==> config.mk <==
export PLATFORM = sky130hd
export DESIGN_NAME = instr_dispatch_scoreboard
export DESIGN_NICKNAME = d
export VERILOG_FILES = /design/src/rtl/instr_dispatch_scoreboard.sv
export SDC_FILE = /design/constraint.sdc
export NUM_CORES = 1
export LEC_CHECK = 0
export CAP_MARGIN = 20
export CELL_PAD_IN_SITES_DETAIL_PLACEMENT = 0
export CELL_PAD_IN_SITES_GLOBAL_PLACEMENT = 1
export CORE_ASPECT_RATIO = 2
export CORE_MARGIN = 5
export CORE_UTILIZATION = 39
export DETAILED_ROUTE_END_ITERATION = 8
export GPL_ROUTABILITY_DRIVEN = 0
export MAX_ROUTING_LAYER = met4
export PLACE_DENSITY = 0.91
export SYNTH_ARGS = -nofsm -noshare
export SYNTH_HDL_FRONTEND = slang
export SYNTH_SLANG_ARGS = --single-unit
==> constraint.sdc <==
create_clock -name clk -period 3.5 [get_ports clk]
set_clock_uncertainty 0.2 [all_clocks]
set_input_delay 0.7 -clock clk [delete_from_list [all_inputs] [get_ports clk]]
set_output_delay 0.7 -clock clk [all_outputs]
set_load 0.03 [all_outputs]
==> src/rtl/instr_dispatch_scoreboard.sv <==
// In-order dispatcher: holds one decoded instruction, tracks outstanding
// execution units and issues over a valid/ready handshake once hazards clear.
module instr_dispatch_scoreboard #(
  parameter int INSTRUCTION_WIDTH = 32,
  parameter int NUM_REGS          = 16
) (
  input  logic                          clk,
  input  logic                          rst_n,
  input  logic [INSTRUCTION_WIDTH-1:0]  instr_in,
  input  logic                          instr_valid,
  output logic                          instr_ready,
  output logic [4:0]                    unit_valid,
  input  logic [4:0]                    unit_ready,
  input  logic [4:0]                    unit_done,
  output logic [3:0]                    opcode_function,
  output logic [$clog2(NUM_REGS)-1:0]   buffer_address,
  output logic [15:0]                   memory_address,
  output logic [4:0]                    busy_units,
  output logic                          idle,
  output logic                          err_illegal,
  output logic                          err_done,
  output logic [7:0]                    illegal_count
);

  localparam int BW = $clog2(NUM_REGS);

  typedef enum logic [1:0] {
    S_EMPTY,
    S_WAIT,
    S_ISSUE
  } state_e;

  state_e          state_q, state_d;
  logic [31:0]     hold_q, hold_d;
  logic [4:0]      uv_q, uv_d;
  logic [4:0]      busy_q, busy_d;
  logic [3:0]      func_q, func_d;
  logic [BW-1:0]   buf_q, buf_d;
  logic [BW-1:0]   rl_addr_q, rl_addr_d;
  logic [15:0]     mem_q, mem_d;
  logic            err_ill_q, err_ill_d;
  logic            err_done_q, err_done_d;
  logic [7:0]      cnt_q, cnt_d;

  logic [7:0]      opcode;
  logic [BW-1:0]   hold_buf;
  logic            legal;
  logic [4:0]      hazard;
  logic            stall;
  logic            handshake;

  if (INSTRUCTION_WIDTH > 32) begin : g_hi
    logic unused_hi;
    assign unused_hi = ^instr_in[INSTRUCTION_WIDTH-1:32];
  end

  assign opcode    = hold_q[7:0];
  assign hold_buf  = hold_q[12 +: BW];
  assign legal     = (opcode[7:5] == 3'b000) && $onehot(opcode[4:0]);

  // Hazards look only at registered busy/lock state; done pulses are not bypassed.
  assign hazard[0] = busy_q[0];
  assign hazard[1] = busy_q[1] | (busy_q[0] && (rl_addr_q == hold_buf));
  assign hazard[2] = busy_q[2] | busy_q[1];
  assign hazard[3] = busy_q[3] | busy_q[2];
  assign hazard[4] = busy_q[4] | busy_q[3];
  assign stall     = |(opcode[4:0] & hazard);

  // uv_q is non-zero only in S_ISSUE, so this is the issue handshake.
  assign handshake   = |(uv_q & unit_ready);
  assign instr_ready = (state_q == S_EMPTY) || ((state_q == S_ISSUE) && handshake);

  always_comb begin
    state_d    = state_q;
    hold_d     = hold_q;
    uv_d       = uv_q;
    func_d     = func_q;
    buf_d      = buf_q;
    mem_d      = mem_q;
    rl_addr_d  = rl_addr_q;
    cnt_d      = cnt_q;
    err_ill_d  = 1'b0;
    busy_d     = busy_q & ~unit_done;
    err_done_d = |(unit_done & ~busy_q);

    case (state_q)
      S_EMPTY: begin
        if (instr_valid) begin
          hold_d  = instr_in[31:0];
          state_d = S_WAIT;
        end
      end
      S_WAIT: begin
        if (!legal) begin
          err_ill_d = 1'b1;
          if (cnt_q != 8'hFF) cnt_d = cnt_q + 8'd1;
          state_d = S_EMPTY;
        end else if (!stall) begin
          uv_d    = opcode[4:0];
          func_d  = hold_q[11:8];
          buf_d   = hold_buf;
          mem_d   = hold_q[31:16];
          state_d = S_ISSUE;
        end
      end
      S_ISSUE: begin
        if (handshake) begin
          busy_d = busy_d | uv_q;
          if (uv_q[0]) rl_addr_d = buf_q;
          uv_d = '0;
          // The handshake cycle doubles as an accept slot for the next instruction.
          if (instr_valid) begin
            hold_d  = instr_in[31:0];
            state_d = S_WAIT;
          end else begin
            state_d = S_EMPTY;
          end
        end
      end
      default: state_d = S_EMPTY;
    endcase
  end

  always_ff @(posedge clk or negedge rst_n) begin
    if (!rst_n) begin
      state_q    <= S_EMPTY;
      hold_q     <= '0;
      uv_q       <= '0;
      busy_q     <= '0;
      func_q     <= '0;
      buf_q      <= '0;
      mem_q      <= '0;
      rl_addr_q  <= '0;
      err_ill_q  <= 1'b0;
      err_done_q <= 1'b0;
      cnt_q      <= '0;
    end else begin
      state_q    <= state_d;
      hold_q     <= hold_d;
      uv_q       <= uv_d;
      busy_q     <= busy_d;
      func_q     <= func_d;
      buf_q      <= buf_d;
      mem_q      <= mem_d;
      rl_addr_q  <= rl_addr_d;
      err_ill_q  <= err_ill_d;
      err_done_q <= err_done_d;
      cnt_q      <= cnt_d;
    end
  end

  assign unit_valid      = uv_q;
  assign opcode_function = func_q;
  assign buffer_address  = buf_q;
  assign memory_address  = mem_q;
  assign busy_units      = busy_q;
  assign idle            = (state_q == S_EMPTY) && (busy_q == '0);
  assign err_illegal     = err_ill_q;
  assign err_done        = err_done_q;
  assign illegal_count   = cnt_q;

endmodule

==> summary.md <==
| Metric | Value |
|---|---|
| WS Path Type | `reg2reg` |
| Synth area leaders | `dfrtp_1 (59%), mux2_4 (10%), mux2_2 (10%)` |
| Die Y | `between 100 and 150 microns` |
| H-tree Lvls | `3` |
| Pin count of the biggest net entering global routing | `83` |
| Peak supply drop | `0.000384 V` |
| Most common cell in the netlist | `dfrtp_1` |
| CP Max Fanout | `24` |
| Total chip power | `around 3.6 mW` |
| Post-layout nets | `399` |
| Maxcap violations | `0` |
| DRC Markers | `0` |
| Worst stage delay on the critical path | `520 ps` |
| Synth top cells by count | `dfrtp_1 (82), mux2_2 (31), mux2_4 (24)` |
| Post-synthesis cell area | `0.00350 sq mm` |
| Clk Latency, worst-skew pair | `about 340 ps` |
| Cells after Synth | `251` |
| DR vias | `2305` |
| Initial drt markers | `146` |
| Clk sinks | `82` |
| Mapped Nets | `300` |
| Per-cell routed wire length | `17.2 microns` |
| Global-route usage over all layers | `0.153` |
| Grt ovf | `0` |
| First-pass GRT wire length | `12700 microns` |
| Syn_area_per_cell | `13.9 sq um` |
| Horiz. Die Dim | `77.0 microns` |
| CTS tree | `done` |
| Clk root buf | `clkbuf_16` |
| Total wire length | `7850 microns` |
| Setup Fix Bufs, Post-CTS | `0` |
| Async SR Flop Fraction | `1.00` |
| DIE AREA | `~0.011 sq mm` |
| Area growth from synthesis to final layout | `39.3%` |
| I/O pin count | `just over 90` |
| Routed Antenna Nets | `0` |
| CTS Buffer Depth | `2` |
| Port bufs | `90` |
| Synth top area share | `0.586` |
| Period utilization | `0.935` |
| Number of flops mapped to enable cells by yosys | `0` |
| Fmax | `306 MHz` |
| Vias in the first global route | `2510` |
| Synth area leader | `dfrtp_1` |
| Register area share after synthesis | `0.586` |
| Dpl cell area | `0.00453 sq mm` |
| Synthesized flop and latch total | `82` |
| CTS Buf Count | `9` |
| Site Rows | `49` |
| DR pass1 iterations | `4` |
| Final setup vio count | `0` |
| Clk pin slew, worst setup/hold paths | `60 ps` |
| Yosys warns | `0` |
| Hold Crit Class | `reg2reg` |
| Share of layout cells above drive strength 1 | `0.239` |
| Vias per cell | `5.04` |
| Initial antenna violation count | `0` |
| Leak Pwr | `2.26 nW` |
| Actual slew at the worst max-slew pin | `between 500 and 600 ps` |
| CP Launch Type | `flip-flop` |
| Final core occ | `0.549` |
| Worst Path Arrival | `around 3300 ps` |
| Slew Viols, Final | `0` |
| Starting density of the core | `0.394` |
| Critical path's slowest cell | `or4_4` |
| RSZ-0062 raised after global routing | `no` |
| DP HPWL | `around 5700 microns` |
| Worst EP required | `3520 ps` |
| Final instance area | `a little under 0.005 sq mm` |
| Dominant synthesized flop cell | `dfrtp_1` |
| Setup TNS | `0 ps` |
| Outcome | `finished clean` |
| Core ar. | `around 0.009 sq mm` |
| Post-synth cell types | `36` |
| Worst-path cell chain | `inv_1, fa_1, fa_1, inv_1, ha_1, or4_4, nor3_4, nand4_2, buf_12, mux2_4` |
| Hold buffer count at cts | `0` |
| Critical Path End Type | `flip-flop` |
| Antenna Cells | `0` |
| Final min period | `3270 ps` |
| Cell Pwr Density | `745 mW/mm^2` |
| Rel. slew slack | `0.651` |
| Post-CTS sizing | `0` |
| Final Hold Viols | `0` |
-- cell type report --
class	instances	area [sq um]
flip-flops and latches	82	2050
clock buffers	11	253
well taps	102	128
inverters	13	48.8
fillers	744	4010
repair buffers	98	1010
multi-input cells	146	1340
clock inverters	5	52.6
-- flip-flops by register name (all words and copies together) (netlist names) --
name,flops
state_q,2
err_illegal,1
opcode_function,4
busy_units,5
unit_valid,5
rl_addr_q,4
buffer_address,4
illegal_count,8
hold_q,32
memory_address,16
err_done,1
-- placed cells by master, fill, tap and decap left out, types with 3 or more instances in the layout --
master,n
clkinv_2,3
mux2_4,24
nor3_1,4
inv_1,13
nand2b_1,3
clkbuf_16,9
buf_4,5
mux2_2,31
dfrtp_1,82
xor2_1,6
nor2_1,5
o21ai_0,15
mux2i_1,5
nand4_1,4
clkdlybuf4s50_1,89
nand2_1,17
xnor2_1,5
-- final timing paths --
kind	from	endpoint	slack (ps)	cells after the start
worst min register to register	hold_q[28]	memory_address[12]	300	1
min in group asynchronous	rst_n	hold_q[9]	540	2
worst min-delay path	hold_q[28]	memory_address[12]	300	1
worst max register to register	hold_q[1]	buffer_address[3]	230	10
worst max-delay path	hold_q[1]	buffer_address[3]	230	10
max in group asynchronous	rst_n	rl_addr_q[2]	1960	3
-- metal layers --
metal | routed length, microns | GRT usage | vias to the layer above
li1 | - | - | 1071
met1 | 2880 | 0.162 | 1157
met2 | 4430 | 0.261 | 65
met3 | 365 | 0.0443 | 12
met4 | 180 | 0.0743 | 0
met5 | 0 | - | -
-- cells by family (layout without fill, tap and decap cells) --
kind of cell    count (synthesis)  in the layout  share of synthesized area
compound gates                 26             26                     0.0465
xor+xnor                       11             11                     0.0275
mux                            60             60                      0.217
buf+inv                        23            127                     0.0350
flops                          82             82                      0.586
fa+ha+maj                       4              4                     0.0186
simple gates                   45             45                     0.0693
-- critical path, delay by kind of cell, from the launching register on --
family	cells	cell delay, ps
fa+ha+maj	3	1020
buf+inv	3	400
simple gates	3	800
flops	1	400
mux	1	310
-- power by group --
part | internal [mW] | switching [mW] | total [mW]
clock network | 0.587 | 0.361 | 0.948
logic | 0.641 | 0.640 | 1.28
registers | 1.19 | 0.211 | 1.40
-- through the flow --
step           cells  hold slack (ps)  worst slack, ps
2_1_floorplan    251              204              319
3_3_place_gp     439              284              288
3_5_place_dp     439              287              224
4_1_cts          455              300              206
5_1_grt          457              318              123
6_report         457              298              229
Note: power is estimated with default switching activity, not from simulation.
